### src/rtl/btn_event_pkg.sv
// ============================================================================
// Module      : btn_event_pkg
// Description : Shared channel state type, default timing constants and the
//               hold-counter width helper for btn_event_gen.
// Revision    : 1.0 - initial release
// ============================================================================
`default_nettype none

package btn_event_pkg;

  typedef enum logic [1:0] {
    ST_IDLE   = 2'd0,
    ST_HOLD   = 2'd1,
    ST_REPEAT = 2'd2
  } chan_state_t;

  localparam int c_default_repeat_delay  = 50_000_000;
  localparam int c_default_repeat_period = 10_000_000;
  localparam int c_default_long_press    = 200_000_000;

  function automatic int cnt_width(input int max_count);
    return $clog2(max_count) + 1;
  endfunction

endpackage

`default_nettype wire

### src/rtl/btn_event_channel.sv
// ============================================================================
// Module      : btn_event_channel
// Description : One level-to-event channel: press, release and hold/repeat
//               pulses, all registered.
// Revision    : 1.0 - initial release
// ============================================================================
`default_nettype none

module btn_event_channel
  import btn_event_pkg::*;
#(
  parameter int DELAY  = c_default_repeat_delay,
  parameter int PERIOD = c_default_repeat_period,
  parameter bit REPEAT = 1'b1
) (
  input  logic clk,
  input  logic rst,
  input  logic i_level,
  output logic o_press,
  output logic o_release,
  output logic o_hold
);

  localparam int c_cnt_max = (DELAY > PERIOD) ? DELAY : PERIOD;
  localparam int c_cnt_w   = cnt_width(c_cnt_max);

  localparam logic [c_cnt_w-1:0] c_delay_m1  = c_cnt_w'(DELAY - 1);
  localparam logic [c_cnt_w-1:0] c_period_m1 = c_cnt_w'(PERIOD - 1);

  chan_state_t        r_state;
  logic [c_cnt_w-1:0] r_cnt;
  logic               r_fired;

  always_ff @(posedge clk) begin
    if (rst) begin
      r_state   <= ST_IDLE;
      r_cnt     <= '0;
      r_fired   <= 1'b0;
      o_press   <= 1'b0;
      o_release <= 1'b0;
      o_hold    <= 1'b0;
    end else begin
      o_press   <= 1'b0;
      o_release <= 1'b0;
      o_hold    <= 1'b0;
      case (r_state)
        ST_IDLE: begin
          if (i_level) begin
            o_press <= 1'b1;
            r_cnt   <= '0;
            r_fired <= 1'b0;
            r_state <= ST_HOLD;
          end
        end
        ST_HOLD: begin
          if (!i_level) begin
            o_release <= 1'b1;
            r_state   <= ST_IDLE;
          end else if (!r_fired) begin
            // Without repeat, one hold pulse then the counter stays frozen.
            if (r_cnt == c_delay_m1) begin
              o_hold <= 1'b1;
              r_cnt  <= '0;
              if (REPEAT) r_state <= ST_REPEAT;
              else        r_fired <= 1'b1;
            end else begin
              r_cnt <= r_cnt + 1'b1;
            end
          end
        end
        ST_REPEAT: begin
          if (!i_level) begin
            o_release <= 1'b1;
            r_state   <= ST_IDLE;
          end else if (r_cnt == c_period_m1) begin
            o_hold <= 1'b1;
            r_cnt  <= '0;
          end else begin
            r_cnt <= r_cnt + 1'b1;
          end
        end
        default: r_state <= ST_IDLE;
      endcase
    end
  end

endmodule

`default_nettype wire

### src/rtl/btn_event_gen.sv
// ============================================================================
// Module      : btn_event_gen
// Description : Four button channels plus one power channel turning debounced
//               levels into press/release/hold event pulses.
//               Macro BTN_AUTOREPEAT_EN enables button auto-repeat.
// Revision    : 1.0 - initial release
// ============================================================================
`default_nettype none

module btn_event_gen
  import btn_event_pkg::*;
#(
  parameter int REPEAT_DELAY  = c_default_repeat_delay,
  parameter int REPEAT_PERIOD = c_default_repeat_period,
  parameter int LONG_PRESS    = c_default_long_press
) (
  input  logic       clk,
  input  logic       rst,
  input  logic [3:0] btn,
  input  logic       power,
  output logic [3:0] btn_press,
  output logic [3:0] btn_release,
  output logic [3:0] btn_repeat,
  output logic       power_press,
  output logic       power_long
);

`ifdef BTN_AUTOREPEAT_EN
  localparam bit c_btn_repeat_en = 1'b1;
`else
  localparam bit c_btn_repeat_en = 1'b0;
`endif

  logic w_power_release_unused;

  for (genvar g = 0; g < 4; g++) begin : g_btn
    btn_event_channel #(
      .DELAY  (REPEAT_DELAY),
      .PERIOD (REPEAT_PERIOD),
      .REPEAT (c_btn_repeat_en)
    ) u_chan (
      .clk       (clk),
      .rst       (rst),
      .i_level   (btn[g]),
      .o_press   (btn_press[g]),
      .o_release (btn_release[g]),
      .o_hold    (btn_repeat[g])
    );
  end

  btn_event_channel #(
    .DELAY  (LONG_PRESS),
    .PERIOD (1),
    .REPEAT (1'b0)
  ) u_power (
    .clk       (clk),
    .rst       (rst),
    .i_level   (power),
    .o_press   (power_press),
    .o_release (w_power_release_unused),
    .o_hold    (power_long)
  );

endmodule

`default_nettype wire

### config.mk
export PLATFORM = sky130hd
export DESIGN_NAME = btn_event_gen
export DESIGN_NICKNAME = d
export VERILOG_FILES = /design/src/rtl/btn_event_pkg.sv /design/src/rtl/btn_event_channel.sv /design/src/rtl/btn_event_gen.sv
export SDC_FILE = /design/constraint.sdc
export NUM_CORES = 1
export LEC_CHECK = 0
export BUFFER_PORTS_ARGS = -buffer_cell sky130_fd_sc_hd__buf_2
export CAP_MARGIN = 15
export CORE_MARGIN = 5
export CORE_UTILIZATION = 30
export DETAILED_ROUTE_END_ITERATION = 12
export MAX_ROUTING_LAYER = met4
export PLACE_DENSITY = 0.46
export SYNTH_ARGS = -nofsm -noshare
export SYNTH_HDL_FRONTEND = slang
export SYNTH_SLANG_ARGS = --single-unit
### constraint.sdc
create_clock -name clk -period 2.9 [get_ports clk]
set_input_delay 0.58 -clock clk [delete_from_list [all_inputs] [get_ports clk]]
set_output_delay 0.58 -clock clk [all_outputs]
set_load 0.01 [all_outputs]
Word level (Yosys, flattened, before mapping)
Cells that the tools add are included.
{"block": "op_classes", "n_reduce_logical": 45, "eq_ne": 44, "bitwise_logic": 9, "add_sub_neg": 5, "muxes": 109}
{"cell": "$mux 27", "count": 24}
{"cell": "$pmux 27 s3", "count": 4}
{"cell": "$mux 29", "count": 6}
{"cell": "$add 27x1->27 const B", "count": 4}
{"cell": "$eq 27x24->1 const B", "count": 4}
{"cell": "$eq 27x26->1 const B", "count": 4}
{"cell": "$pmux 29 s3", "count": 1}
{"cell": "$ne 2x2->1 const B", "count": 25}
{"cell": "$mux 1", "count": 49}
{"cell": "$add 29x1->29 const B", "count": 1}
{"cell": "$eq 29x28->1 const B", "count": 1}
{"cell": "$logic_not 29->1", "count": 1}
{"cell": "$reduce_or 2->1", "count": 14}
{"cell": "$reduce_and 5->1", "count": 5}
{"cell": "$mux 2", "count": 10}
{"cell": "$pmux 1 s2", "count": 10}
{"cell": "$pmux 2 s2", "count": 5}
{"cell": "$reduce_and 3->1", "count": 5}
{"cell": "$reduce_bool 3->1", "count": 5}
{"cell": "$eq 2x1->1 const B", "count": 5}
{"cell": "$eq 2x2->1 const B", "count": 5}
{"cell": "$logic_not 2->1", "count": 5}
{"cell": "$reduce_and 2->1", "count": 5}
{"cell": "$reduce_bool 2->1", "count": 5}
{"cell": "$not 1->1", "count": 9}
{"block": "totals", "output_inout_bits": 14, "input_bits": 7, "reg_bits": 166, "elab_cells": 241}

Logic depth before layout (Yosys ltp)
Gate-level depths: netlist of the first run.
{"block": "depth", "word_depth": 5, "ltp_mapped": 8, "mapped_depth_nobuf": 7}

Modules after synthesis
A second synthesis of the first run with hierarchy kept.
{"block": "unflattened", "hier_cells": 926, "area_unflattened_um2": 7978.9}
{"module": "btn_event_channel at g_btn[0].u_chan ...", "area_per_inst_um2": 1561.5, "cells_each": 180, "n_inst": 4}
{"module": "btn_event_channel at u_power", "area_per_inst_um2": 1732.9, "cells_each": 206, "n_inst": 1}

Worst setup path after synthesis of the first run
OpenSTA, ideal clock, no wires.
{"block": "synth_path", "path_kind": "register -> register", "start": "register g_btn[1].u_chan.r_cnt[10]", "end": "register g_btn[1].u_chan.r_cnt[19]", "t_arrival_ps": 2103, "slack_ps": 666, "t_required_ps": 2770, "stages_incl_launch_ff": 8, "path_buffers": 2, "path_cell_list": "dfxtp_1 -> or4_1 -> or4_1 -> or3_1 -> buf_6 -> buf_6 -> a31oi_4 -> a31oi_1"}
{"block": "synth_between", "elab_chain_cells": 5, "elab_cells_between_ends": 9}
{"element": "start: declaration", "line_no": "btn_event_channel.sv:31", "source": "logic [c_cnt_w-1:0] r_cnt;"}
{"element": "start signal: assignment", "line_no": "btn_event_channel.sv:67", "source": "r_cnt <= r_cnt + 1'b1;"}
{"element": "start signal: assignment", "line_no": "btn_event_channel.sv:79", "source": "r_cnt <= r_cnt + 1'b1;"}
{"element": "$add 27x1->27 or $eq 27x26->1 (tied branches)", "line_no": "btn_event_channel.sv:67, btn_event_channel.sv:79, btn_event_channel.sv:61"}
{"element": "$mux 27", "line_no": "btn_event_channel.sv:61", "source": "if (r_cnt == c_delay_m1) begin"}
{"element": "$mux 27", "line_no": "btn_event_channel.sv:59", "source": "end else if (!r_fired) begin"}
{"element": "$mux 27", "line_no": "btn_event_channel.sv:56", "source": "if (!i_level) begin"}
{"element": "$pmux 27 s3 *", "line_no": "btn_event_channel.sv:46", "source": "case (r_state)"}
Every way passes the cells marked *; elsewhere a longest branch is shown, timed or not. The select of a mux whose other input is x is not followed.
A chain may end at the register's enable or synchronous reset.

Final worst setup path of the first run
{"block": "layout_path", "start": "register g_btn[1].u_chan.r_cnt[10]", "end": "register g_btn[1].u_chan.r_cnt[18]"}
Same word-level chain as after synthesis.

==> reports/metrics.cfg, run 1 <==
[die]
die_w_um=176.5
coreArea_sq_mm=0.02755
die_h_um=176.5
floorplan.initialDensity_pct=30.18
num_rows=61
pin_count=21
dieArea_sq_mm=0.03115

[worst_setup_path]
slowest_stage=or3_1
crit_required_ns=3.21
startpoint_type=flop
crit_chain=or4_1, or4_1, or3_1, nand2_1, o221ai_2
critPathMaxStageDelay_ns=0.64
crit_fanout=19
cp-end-kind=flop
worstSetupPathType=reg2reg
critPathMostFrequentCell=or4_1
cp.arrival_ns=2.88

[logic_synthesis]
synth_nets=1022
yosysWarnings=0
postSynthCellCount=1000
synth_edf_count=0
ys.flop_type=dfxtp_1
synth_common_cells=dfxtp_1, nor2_1, nand2_1
yosysSeqAreaShare_pct=38.75
synth_cell_types=64
synthMostInstantiatedCell=dfxtp_1
syn_avg_cell_area_sq_um=8.317
netlist_area_sq_mm=0.008317
synth_seq_cells=161
synth_top_area_share_pct=38.75
synth_area_leaders=dfxtp_1, nor2_1, nand4_1, xnor2_1, xor2_1
synthArstFlopShare_pct=0
yosys.area.top_type=dfxtp_1

[sta]
post-route-period-util_pct=88.48
slew_violations=0
worst_pin_slew_ns=0.8681
period_minus_slack_ns=2.566
tns_ns=0
rsz0062_at_grt=no
hold_viol=0
relSlewSlack_pct=42.13
fin_skew_ns=0.01542
setup_viol=0
max_freq_ghz=0.3897

[place]
place_congestion=0.7814
numPortBuffers=20
hpwl_um=14160
placed_area_sq_mm=0.008884

[grt]
grt_pass1_wl_um=33970
grt_pass1_vias=6662
antenna_found_initial=0
grt_use_total_pct=13.43
grt_max_degree=41
gr-total-overflow=0

[clock_tree]
cts_tree=yes
root_buffer=clkbuf_16
numCtsBuffers=17
cts_buffer_depth=2
clk_latency_ns=0.43
clk_pin_slew_ns=0.07
clkSinkCount=161
postCtsSetupRepairBufs=0
cts-resized-gates=0
ctsHoldBuffers=0
htreeDepth=4

[drt]
drt_wl_total_um=19940
drc=0
wl_per_cell_um=14.11
drt-pass1-iter-count=6
vias_per_cell=5.072
initialDrtViolationCount=461
ant_nets=0
via_count=7167

[power]
peakVddDrop_mv=0.3810
powerDensity_mw_per_mm2=609.3
p_total_w=0.005770
power_leakage_nw=3.095

[finish]
area_delta_synth_final_pct=13.86
n_antenna_cell=0
drive_gt1_share_pct=9.275
seqCellArea_sq_mm=0.003223
design_area_sq_mm=0.009469
nets=1044
fillers=2896
multi_input_area_sq_mm=0.004775

[worst_hold_path]
hp-class=in2reg

[outcome]
status=finished clean

[run]
timing.max_cap.violations=0

[kinds of logic after synthesis]
logic type | after synthesis | synth area share, %
flip-flops | 161 | 38.75
XOR/XNOR | 85 | 8.951
AO/OA/AOI/OAI | 127 | 10.88
AND/OR/NAND/NOR | 531 | 33.97
buffers and inverters | 71 | 3.957
multiplexers | 10 | 1.234
adder cells (fa/ha/maj) | 15 | 2.257
[routing by layer]
metal  vias to the layer above  wire length [um]  global-route usage, %
met1                      3352             10670                  18.96
met2                        82              8607                  19.85
met3                        21               431                  2.355
li1                       3712                 -                      -
met5                         -                 0                      -
met4                         0               225                  3.675
[through the flow]
| step | hold WS [ns] | cells | worst slack [ns] | util [%] |
|---|---|---|---|---|
| floorplan | 0.4319 | 1000 | 0.6660 | - |
| global route | 0.3653 | 1413 | 0.1987 | 34.37 |
| global placement | 0.4384 | 1381 | 0.3920 | 32.24 |
| CTS | 0.3475 | 1413 | 0.3413 | 34.37 |
| detailed placement | 0.4461 | 1381 | 0.3395 | 32.24 |
| finish | 0.3695 | 1413 | 0.3340 | 34.37 |
[sequential cells by signal, summed over array words and instances, names as in the netlist, 4 cells and up]
register,flops
u_power.r_cnt,29
g_btn.u_chan.o_release,4
g_btn.u_chan.r_cnt,108
g_btn.u_chan.o_hold,4
g_btn.u_chan.o_press,4
g_btn.u_chan.r_state,4
g_btn.u_chan.r_fired,4
[cell type report]
cell class | count | share of cell area (%)
multi-input cells | 768 | 50.42
inverters | 28 | 1.110
clock inverters | 14 | 1.546
repair buffers | 46 | 3.251
flip-flops and latches | 161 | 34.04
clock buffers | 18 | 4.638
well taps | 378 | 4.995
[worst max-delay path, delay by kind of cell, from the launching register on]
| family | cells | cell delay (ns) |
|---|---|---|
| AO/OA/AOI/OAI | 1 | 0.12 |
| flip-flops | 1 | 0.35 |
| AND/OR/NAND/NOR | 4 | 1.98 |
[final timing paths]
path                                   from  cells past startpoint  slack (ns)                        end
hold reg to reg     g_btn[1].u_chan.r_fired                      1        0.46    g_btn[1].u_chan.r_fired
setup reg to reg  g_btn[1].u_chan.r_cnt[10]                      5        0.33  g_btn[1].u_chan.r_cnt[18]
setup / recovery  g_btn[1].u_chan.r_cnt[10]                      5        0.33  g_btn[1].u_chan.r_cnt[18]
hold / removal                       btn[3]                      2        0.37  g_btn[3].u_chan.o_release
[placed cells by master (no fill, tap or decap), types with 29 or more instances in the layout]
master / count
a31oi_1: 29
dfxtp_1: 161
nand2_1: 75
nand3_1: 70
nand4_1: 61
nor2_1: 127
nor3_1: 36
nor4_1: 30
xnor2_1: 43
xor2_1: 42
[where the power goes]
part           internal (W)  switching (W)
Combinational      0.000386       0.000711
Sequential          0.00229       0.000114
Clock               0.00124        0.00102
No activity file was read; power rests on OpenSTA's default activity.
==> run 2: changes to the inputs <==
- CELL_PAD_IN_SITES_DETAIL_PLACEMENT: unset -> 0
- CELL_PAD_IN_SITES_GLOBAL_PLACEMENT: unset -> 2
- GPL_ROUTABILITY_DRIVEN: unset -> 0
- PLACE_DENSITY: 0.46 -> 0.66
- RECOVER_POWER: unset -> 25
==> run 2 against run 1 <==
Effect of this change:
- maximum frequency is 1.5% higher
- combinational power about the same
- routed wire length is 5.9% higher
- flip-flop and latch count unchanged
- clock power is 2% higher
- register-to-register slack better by 0.04 ns
- hold slack got worse by 0.0098 ns
- final cell count grew 0.42%
- power increased by 1.2%
- critical path type unchanged
==> reports/metrics.cfg, run 2 (synthesis gave the netlist of run 1 again) <==
[sta]
relSlewSlack_pct=3.751  ; -38 points
setup_viol=0  ; unchanged
setup_ws_ns=0.3729  ; +0.03894 ns
tns_ns=0  ; unchanged
period_minus_slack_ns=2.527  ; -0.03893 ns
slew_violations=0  ; unchanged
worst_pin_slew_ns=1.444  ; +0.5757 ns
fin_skew_ns=0.01365  ; -0.001767 ns
fin_hold_ws_ns=0.3597  ; -0.009842 ns
hold_viol=0  ; unchanged
rsz0062_at_grt=no
max_freq_ghz=0.3957  ; +1.5%
post-route-period-util_pct=87.14  ; -1.3 points

[finish]
final_common_cell=dfxtp_1
n_antenna_cell=0  ; unchanged
largest_reg_flops=108  ; unchanged
top_regs=g_btn.u_chan.r_cnt (108), u_power.r_cnt (29)
area_delta_synth_final_pct=13.83  ; about the same
design_area_sq_mm=0.009467  ; about the same
nets=1050  ; +0.57%
regMostFlops=g_btn.u_chan.r_cnt
fillers=2936  ; +1.4%
drive_gt1_share_pct=7.781  ; -1.5 points
multi_input_area_sq_mm=0.004773  ; about the same
seqCellArea_sq_mm=0.003223  ; unchanged
mostFrequentLayoutCells=dfxtp_1, nor2_1, nand2_1

[clock_tree]
cts_tree=yes
clk_latency_ns=0.43  ; about the same
htreeDepth=4  ; unchanged
clkSinkCount=161  ; unchanged
ctsHoldBuffers=0  ; unchanged
postCtsSetupRepairBufs=0  ; unchanged
numCtsBuffers=17  ; unchanged
root_buffer=clkbuf_16
cts-resized-gates=0  ; unchanged
cts_buffer_depth=2  ; unchanged
clk_pin_slew_ns=0.07  ; about the same

[drt]
drt_wl_total_um=21110  ; +5.9%
wl_per_cell_um=14.88  ; +5.4%
drc=0  ; unchanged
via_count=7150  ; -0.24%
ant_nets=0  ; unchanged
vias_per_cell=5.039  ; -0.66%
drt-pass1-iter-count=4  ; -2
initialDrtViolationCount=334  ; -28%

[worst_setup_path]
crit_end=g_btn[1].u_chan.r_cnt[24]
crit_required_ns=3.22  ; about the same
worstSetupPathType=reg2reg
startpoint=g_btn[1].u_chan.r_cnt[10]
reg2reg_depth=5  ; unchanged
cp-end-kind=flop
rr_endpoint=g_btn[1].u_chan.r_cnt[24]
cp.arrival_ns=2.84  ; -0.04 ns
r2r-start=g_btn[1].u_chan.r_cnt[10]
crit_fanout=19  ; unchanged
r2r_slack_ns=0.37  ; +0.04 ns
startpoint_type=flop

[die]
die_h_um=176.5  ; unchanged
floorplan.initialDensity_pct=30.18  ; unchanged
num_rows=61  ; unchanged
pin_count=21  ; unchanged
die_w_um=176.5  ; unchanged
coreArea_sq_mm=0.02755  ; unchanged
dieArea_sq_mm=0.03115  ; unchanged

[grt]
grt_pass1_wl_um=36310  ; +6.9%
grt_pass1_vias=6981  ; +4.8%
gr-total-overflow=0  ; unchanged
grt_max_degree=26  ; -37%
grt_use_total_pct=14.43  ; +1.0 points
antenna_found_initial=0  ; unchanged

[place]
post-place-ws_ns=0.3975  ; +0.05803 ns
numPortBuffers=20  ; unchanged
hpwl_um=14990  ; +5.8%
placed_area_sq_mm=0.008916  ; +0.37%

[run]
timing.max_cap.violations=0  ; unchanged

[power]
switchingPower_w=0.001847  ; -0.10%
power_leakage_nw=3.037  ; -1.9%
powerDensity_mw_per_mm2=616.8  ; +1.2%
peakVddDrop_mv=0.3306  ; -13%
p_total_w=0.005839  ; +1.2%
p_int_w=0.003992  ; +1.8%
p_comb_share_pct=19.2  ; +0.2 points
sequentialPowerShare_pct=41.3  ; -0.4 points
clock_power_share_pct=39.6  ; +0.4 points
switching_share_pct=31.63  ; -0.41 points

[worst_hold_path]
hp-class=in2reg

[outcome]
status=finished clean

-- run 2: changes by cell type in the layout (fill, tap and decap cells not counted), sizes merged --
cell      change
buf          -15
inv           -3
bufinv        +1
clkinvlp      +1
clkinv        +1
clkbuf       +21
-- run 2: how the worst min path moves through the flow --
stage                                        from                        end  slack (ns)  cells after the start
after global placement    g_btn[1].u_chan.r_fired    g_btn[1].u_chan.r_fired        0.44                      1
after global routing                       btn[0]  g_btn[0].u_chan.o_release        0.34                      2
final                                      btn[0]  g_btn[0].u_chan.o_release        0.36                      2
after floorplan           g_btn[0].u_chan.r_fired    g_btn[0].u_chan.r_fired        0.43                      1
after CTS                                  btn[0]  g_btn[0].u_chan.o_release        0.34                      2
after detailed placement  g_btn[0].u_chan.r_fired    g_btn[0].u_chan.r_fired        0.45                      1
-- run 2: metal layers --
metal  routed length (um)  vias to the layer above  track usage, %
met1                11220                     3345           20.06
met5                    0                        -               -
met2                 9064                       80           21.56
met4                  204                        0           3.965
met3                  618                       16           2.719
li1                     -                     3709               -
-- run 2: layout make-up --
| class | count | area share [%] |
|---|---|---|
| Sequential cell | 161 | 34.05 |
| Inverter | 28 | 1.110 |
| Clock buffer | 18 | 4.639 |
| Timing Repair Buffer | 52 | 3.159 |
| Clock inverter | 14 | 1.626 |
| Tap cell | 378 | 4.996 |
| Multi-Input combinational cell | 768 | 50.42 |
-- run 2: worst max-delay path, stage by stage (launching register included) --
cell and delay (ns):
dfxtp_1 0.35, or4_1 0.50, or4_1 0.54, or3_1 0.64
a41oi_1 0.33, a31oi_1 0.06
-- run 2: stage by stage --
stage / util (%) / instances
final: 34.36 / 1419
after global routing: 34.36 / 1419
after CTS: 34.51 / 1419
after detailed placement: 32.36 / 1387
after global placement: 32.36 / 1387
after floorplan: - / 1000
-- run 2: power by group through the flow --
stage | registers (W) | clock network, W | logic, W
final | 0.00241 | 0.00231 | 0.00112
after global routing | 0.00243 | 0.00249 | 0.00126
after CTS | 0.00241 | 0.00240 | 0.00115
after detailed placement | 0.00246 | 0 | 0.00114
after global placement | 0.00246 | 0 | 0.00115
after floorplan | 0.00240 | 0 | 0.000830
==> run 3: changes to the inputs <==
- ABC_AREA: unset -> 1
- PLACE_DENSITY: 0.66 -> 0.72
- SYNTH_HIERARCHICAL: unset -> 1
- clock period: 2.9 -> 3 ns (I/O delays scaled with it)
==> run 3 against run 2 <==
Effect of this change:
- setup slack better by 0.27 ns
- first-iteration DRC count is 40% higher
- global-route usage grew 0.58 points
- non-clock buffer count fell by 28
- critical path type unchanged
- largest cell class unchanged
- largest power group unchanged
- highest routed layer unchanged
==> reports/metrics.cfg, run 3 <==
[logic_synthesis]
postSynthCellCount=1456  ; +46%
netlist_area_sq_mm=0.009376  ; +13%
syn_avg_cell_area_sq_um=6.440  ; -23%
yosysWarnings=6  ; +6
synth_nets=1478  ; +45%

[place]
dp_cells=1852  ; +34%
numPortBuffers=20  ; unchanged
hpwl_um=19070  ; +27%

[outcome]
status=finished clean

[worst_setup_path]
cp-end-kind=flop
worstSetupPathType=reg2reg
cp.arrival_ns=2.69  ; -0.15 ns
crit_required_ns=3.33  ; +0.11 ns
crit_fanout=20  ; +1
startpoint_type=flop

[drt]
initialDrtViolationCount=469  ; +40%
via_count=8737  ; +22%
drt-pass1-iter-count=5  ; +1
ant_nets=0  ; unchanged
drt_wl_total_um=25330  ; +20%
drc=0  ; unchanged
wl_per_cell_um=13.44  ; -9.6%
vias_per_cell=4.637  ; -8.0%

[clock_tree]
postCtsSetupRepairBufs=0  ; unchanged
cts_buffer_depth=2  ; unchanged
clkSinkCount=161  ; unchanged
cts_tree=yes
ctsHoldBuffers=0  ; unchanged
numCtsBuffers=17  ; unchanged
cts-resized-gates=0  ; unchanged
htreeDepth=4  ; unchanged
clk_pin_slew_ns=0.07  ; about the same
root_buffer=clkbuf_16
clk_latency_ns=0.44  ; about the same

[power]
powerDensity_mw_per_mm2=541.5  ; -12%
p_total_w=0.005578  ; -4.5%
power_leakage_nw=3.622  ; +19%
peakVddDrop_mv=0.3224  ; -2.5%

[sta]
max_freq_ghz=0.4245  ; +7.3%
hold_viol=0  ; unchanged
fin_skew_ns=0.01024  ; -0.003410 ns
period_minus_slack_ns=2.356  ; -0.1715 ns
post-route-period-util_pct=78.52  ; -8.6 points
tns_ns=0  ; unchanged
relSlewSlack_pct=47.18  ; +43 points
rsz0062_at_grt=no
slew_violations=0  ; unchanged
setup_viol=0  ; unchanged
worst_pin_slew_ns=0.7904  ; -0.6534 ns

[finish]
n_antenna_cell=0  ; unchanged
largest_reg_flops=108  ; unchanged
mostFrequentLayoutCells=nand2_1, nor2_1, inv_1
nets=1497  ; +43%
postLayoutCoreUtil_pct=33.50  ; -0.86 points
fillers=3476  ; +18%
drive_gt1_share_pct=8.602  ; +0.82 points
top_regs=g_btn.u_chan/r_cnt (108), u_power/r_cnt (29)
area_delta_synth_final_pct=9.848
regMostFlops=g_btn.u_chan/r_cnt
final_common_cell=nand2_1
instances_no_fill=1884  ; +33%

[worst_hold_path]
hp-class=in2reg

[die]
die_w_um=186.8  ; +5.8%
die_h_um=186.8  ; +5.8%
coreArea_sq_mm=0.03075  ; +12%
dieArea_sq_mm=0.03489  ; +12%
floorplan.initialDensity_pct=30.49  ; +0.31 points
num_rows=64  ; +4.9%
pin_count=21  ; unchanged

[grt]
antenna_found_initial=0  ; unchanged
gr-total-overflow=0  ; unchanged
grt_pass1_vias=8145  ; +17%
grt_use_total_pct=15.01  ; +0.58 points
grt_pass1_wl_um=42230  ; +16%
grt_max_degree=24  ; -7.7%

[run]
timing.max_cap.violations=0  ; unchanged

[run 3: cell type report]
class	instances	area, sq um	share of cell area, %
Multi-Input combinational cell	1102	5273	51.19
Sequential cell	161	3223	31.29
Inverter	169	634.4	6.159
Tap cell	396	495.5	4.810
Clock buffer	19	452.9	4.397
Clock inverter	13	112.6	1.093
Timing Repair Buffer	24	108.9	1.057
[run 3: worst paths after layout]
path	start	to	slack, ns	cells past startpoint
setup / recovery	u_power/r_state[0]	u_power/r_cnt[24]	0.64	10
hold / removal	btn[0]	g_btn[0].u_chan/o_release	0.33	2
setup reg to reg	u_power/r_state[0]	u_power/r_cnt[24]	0.64	10
hold reg to reg	u_power/r_fired	u_power/o_hold	0.45	1
[run 3: where the power goes]
part           internal [W]  switching [W]
Clock               0.00118       0.000966
Combinational      0.000276       0.000860
Sequential          0.00221      0.0000817
[run 3: critical path: stages, from the launching register on]
cell     delay, ns
dfxtp_1       0.47
inv_1         0.16
ha_1          0.20
nor2_1        0.32
o21ai_4       0.28
inv_2         0.24
nand2_2       0.12
nor2_2        0.14
nand2_1       0.09
xor2_1        0.18
nor2_2        0.04
[run 3: routing by layer]
layer  wire [um]  up-vias  GRT usage (%)
li1            -     4690              -
met2       10630       81          21.99
met3         634       21          2.205
met1       13760     3945          21.59
met5           0        -              -
met4         304        0          4.096
[run 3: through the flow]
step	worst slack (ns)	hold WS [ns]	area [sq um]
global route	0.3910	0.3091	10300
CTS	0.8006	0.2990	10370
finish	0.6444	0.3275	10300
global placement	0.6452	0.4210	9806
detailed placement	0.6138	0.4365	9806
floorplan	1.189	0.3990	9376
